### config.mk
export PLATFORM = sky130hd
export DESIGN_NAME = rxrsp_slc_fifo
export DESIGN_NICKNAME = d
export VERILOG_FILES = /design/src/rtl/rxrsp_slc_fifo.sv
export SDC_FILE = /design/constraint.sdc
export NUM_CORES = 1
export LEC_CHECK = 0
export CAP_MARGIN = 20
export CORE_MARGIN = 8
export CORE_UTILIZATION = 40
export DETAILED_ROUTE_END_ITERATION = 6
export GPL_TIMING_DRIVEN = 1
export PLACE_DENSITY = 0.83
export SLEW_MARGIN = 20
export SYNTH_ARGS = -nofsm -noshare
export SYNTH_HDL_FRONTEND = slang
export SYNTH_SLANG_ARGS = --single-unit
### constraint.sdc
create_clock -name clock -period 1.7 [get_ports clock]
set_input_delay 0.51 -clock clock [delete_from_list [all_inputs] [get_ports clock]]
set_output_delay 0.51 -clock clock [all_outputs]
set_load 0.02 [all_outputs]
### src/rtl/rxrsp_slc_fifo.sv
// rxrsp_slc_fifo: DEPTH-entry valid/ready elastic slice for RXRSP response flits with sync flush.
// Optional same-cycle empty bypass is enabled by defining RXRSP_SLC_BYPASS_EN.
module rxrsp_slc_fifo #(
  parameter int WIDTH = 8,
  parameter int DEPTH = 2,
  parameter int CNT_W = $clog2(DEPTH + 1)
) (
  input  logic             clock,
  input  logic             reset,
  input  logic             flush,
  input  logic             pin_valid,
  output logic             pin_ready,
  input  logic [WIDTH-1:0] pin_data,
  output logic             pout_valid,
  input  logic             pout_ready,
  output logic [WIDTH-1:0] pout_data,
  output logic [CNT_W-1:0] occupancy
);

  localparam int               PTR_W = (DEPTH > 1) ? $clog2(DEPTH) : 1;
  localparam logic [CNT_W-1:0] FULL  = CNT_W'(DEPTH);
  localparam logic [PTR_W-1:0] LAST  = PTR_W'(DEPTH - 1);

  logic [WIDTH-1:0] mem [DEPTH];
  logic [PTR_W-1:0] wr_ptr;
  logic [PTR_W-1:0] rd_ptr;
  logic [CNT_W-1:0] count;
  logic [CNT_W-1:0] count_nxt;
  logic             empty;
  logic             full;
  logic             push;
  logic             pop;
  logic             wr_en;
  logic             rd_en;

  // Pointers wrap explicitly so non-power-of-two depths work.
  function automatic logic [PTR_W-1:0] next_ptr(input logic [PTR_W-1:0] ptr);
    return (ptr == LAST) ? '0 : ptr + PTR_W'(1);
  endfunction

  assign empty     = (count == '0);
  assign full      = (count == FULL);
  assign pin_ready = ~full & ~flush;
  assign push      = pin_valid & pin_ready;
  assign pop       = pout_valid & pout_ready;
  assign occupancy = count;

`ifdef RXRSP_SLC_BYPASS_EN
  logic bypass;

  // Empty slice with a waiting consumer: the flit flows straight through and storage is untouched.
  assign bypass     = empty & pin_valid & pout_ready & ~flush;
  assign pout_valid = (~empty | pin_valid) & ~flush;
  assign pout_data  = empty ? pin_data : mem[rd_ptr];
  assign wr_en      = push & ~bypass;
  assign rd_en      = pop & ~bypass;
`else
  assign pout_valid = ~empty & ~flush;
  assign pout_data  = mem[rd_ptr];
  assign wr_en      = push;
  assign rd_en      = pop;
`endif

  always_comb begin
    // NOTE: default assigned first so every path drives count_nxt; a missing path would infer a latch.
    count_nxt = count;
    case ({wr_en, rd_en})
      2'b10:   count_nxt = count + CNT_W'(1);
      2'b01:   count_nxt = count - CNT_W'(1);
      default: count_nxt = count;
    endcase
  end

  always_ff @(posedge clock) begin
    // NOTE: non-blocking assignments for all state so every register samples pre-edge values.
    if (reset || flush) begin
      wr_ptr <= '0;
      rd_ptr <= '0;
      count  <= '0;
    end else begin
      if (wr_en) wr_ptr <= next_ptr(wr_ptr);
      if (rd_en) rd_ptr <= next_ptr(rd_ptr);
      count <= count_nxt;
    end
  end

  // NOTE: the data array has no reset; pout_data is only meaningful while pout_valid is high.
  always_ff @(posedge clock) begin
    if (wr_en) mem[wr_ptr] <= pin_data;
  end

endmodule

==> impl_metrics.yaml <==
synthesis:
  yosysMostFrequentCell: "edfxtp_1"
  synth_top_area_share_pct: 59.2
  ys_seq_area_share_pct: 71.5
  syn_avg_cell_area_sq_um: 15.0
  syn_area_sq_um: 812
  syn-num-nets: 68
  yosysWarnings: 0
  synth_commonest_cells: "edfxtp_1, mux2_2, nor2_1"
  synth_cell_types: 16
  synthFlopType: "edfxtp_1"
  postSynth.asyncResetShare_pct: 0
  synth_edf_count: 16
  yosys-top-cells-area: "edfxtp_1, dfxtp_1, mux2_2, nor2_1, or3_1"
  ys_ff_latch: 21
  synth_cells: 54
  synth_top_area_cell: "edfxtp_1"
routing:
  route.detailed.drc: 0
  vias: 560
  routed_wl_mm: 1.59
  antenna_left: 0
  drt_pass1_iterations: 4
  drt_iter0_markers: 10
  routedWlPerCell_microns: 13.1
  drt-vias-per-instance: 4.63
worst_setup_path:
  path_max_fanout: 8
  reg2regPathDepth: 6
  endpoint: "pout_data[2]"
  regToRegStartpoint: "occupancy[1]$_SDFFE_PP0P_"
  worstSetupPathType: "reg2out"
  required_ps: 1190
  r2r_setup_slack_ps: 100
  setup.worst_path.end_class: "output port"
  reg2reg_to: "occupancy[1]$_SDFFE_PP0P_"
  start_kind: "register"
  worst_ep_arrival_time_ps: 1260
clock_network:
  numCtsBuffers: 3
  cts.sinks: 21
  htreeDepth: 1
  clk_pin_slew_worst_paths_ps: 100
  cts_max_path_buffers: 2
  clk_latency_ps: 280
  tritoncts: "built"
  cts-root-buf: "clkbuf_4"
pwr:
  vdd_ir_drop_max_v: 0.000461
  p_leak_nw: 0.506
  power_density_nw_per_um2: 718
  finalPower_mw: 0.921
sta:
  drv_slew: 0
  finalSetupViolCount: 5
  hold_ws_ps: 520
  final_hold_viol_count: 0
  timing.fmax_mhz: 565
  relSlewSlack_pct: 82.4
  rsz0062_at_grt: "true"
  skew_ps: 1.44
  layout_min_cycle_time_ps: 1770
  setup_slack_ps: -70.6
  final.period_utilization_pct: 104
  setup_tns_ps: -316
  worst_slew_pin_slew_ps: 261
global_route:
  grt_pass1_wl_mm: 2.63
  first_global_vias: 626
  grt_max_degree: 12
  overflow: 0
  antenna_found_initial: 0
  track_usage_pct: 9.42
finish:
  fin_area_sq_um: 1280
  drive_above_1_share_pct: 46.8
  fin_util_pct: 66.0
  diodes: 0
  fin_nets: 109
  area_delta_synth_final_pct: 57.9
placement:
  gp_congestion: 0.686
  io_buffers: 24
  place_area_sq_um: 1190
  dp_hpwl_mm: 1.19
flow_run:
  cap_viol_max_count: 0
run_status:
  violations: "setup timing"
  outcome: "complete, but fails checks"
hold_path:
  min_path_type: "reg2reg"
floorplanning:
  dieArea_sq_um: 3730
  start_util_pct: 41.8
  fp.coreArea_sq_um: 1940
  die_w_microns: 61.1
  fp.dieH_microns: 61.1
  ios: 25
  num_rows: 16
cell usage in the layout, fill, tap and decap left out, drive strengths merged:
master          n
xnor2           1
clkdlybuf4s15   2
o21ai           3
inv             1
clkdlybuf4s50  10
mux2            8
nor2            7
buf            23
ha              1
dfxtp           5
a21oi           2
dlygate4sd2     1
and2            1
and3            1
xor2            2
or3             3
edfxtp         16
nor2b           1
clkbuf          5
or2             1
where the power goes:
part           internal (mW)  switching [mW]
sequential             0.566         0.00643
clock                 0.0909           0.129
combinational         0.0767          0.0522
registers in the layout (all words and copies together), names as in the netlist, named ones only:
signal	flops
rd_ptr	1
wr_ptr	1
mem	16
occupancy	2
timing repair:
item	4_1_cts	5_1_grt
setup buffers	5	1
hold buffers	0	0
gates resized for setup	71	8
endpoints found under the setup margin	14	9
gates cloned	0	0
pin swaps	4	3
stage by stage:
step,worst slack [ps],instances
2_1_floorplan,17.4,54
3_3_place_gp,-538,112
3_5_place_dp,-550,112
4_1_cts,-128,121
5_1_grt,-133,121
6_report,-70.6,121
worst min path at each step:
| stage | cells past startpoint | startpoint | end | slack [ps] |
|---|---|---|---|---|
| detailed placement | 2 | rd_ptr$_SDFFE_PP0P_ | register | 500 |
| CTS | 2 | wr_ptr$_SDFFE_PP0N_ | wr_ptr$_SDFFE_PP0N_ | 520 |
| global placement | 2 | rd_ptr$_SDFFE_PP0P_ | rd_ptr$_SDFFE_PP0P_ | 480 |
| floorplan | 2 | wr_ptr$_SDFFE_PP0N_ | wr_ptr$_SDFFE_PP0N_ | 470 |
| global route | 2 | rd_ptr$_SDFFE_PP0P_ | rd_ptr$_SDFFE_PP0P_ | 550 |
| finish | 2 | wr_ptr$_SDFFE_PP0N_ | wr_ptr$_SDFFE_PP0N_ | 520 |
cell type report:
cell class | count | area, sq um
Tap cell | 27 | 33.8
Multi-Input combinational cell | 31 | 282
Timing Repair Buffer | 37 | 350
Fill cell | 163 | 659
Inverter | 1 | 3.75
Sequential cell | 21 | 587
Clock buffer | 4 | 26.3
logic make-up after synthesis:
logic type | count (synthesis) | share of synthesized area, %
AOI/OAI and AO/OA | 5 | 3.08
xor gates and xnor gates | 3 | 3.24
adders and majority gates | 1 | 1.54
buffers and inverters | 2 | 0.924
DFF | 21 | 71.5
muxes | 8 | 11.1
and+or+nand+nor | 14 | 8.63
worst max-delay path, cell delays in order, from the launching register on:
cell,delay (ps)
dfxtp_4,420
buf_4,130
mux2_4,290
buf_6,130
metal layers:
metal,up-vias,share of wire (%),wire (microns),global-route usage (%)
li1,278,-,-,-
met1,261,45,711,10.4
met2,19,46,736,16.6
met3,2,8.2,131,3.76
met4,0,0.63,10,1.99
met5,-,0,0,0
Power figures use the tool's default switching activity.
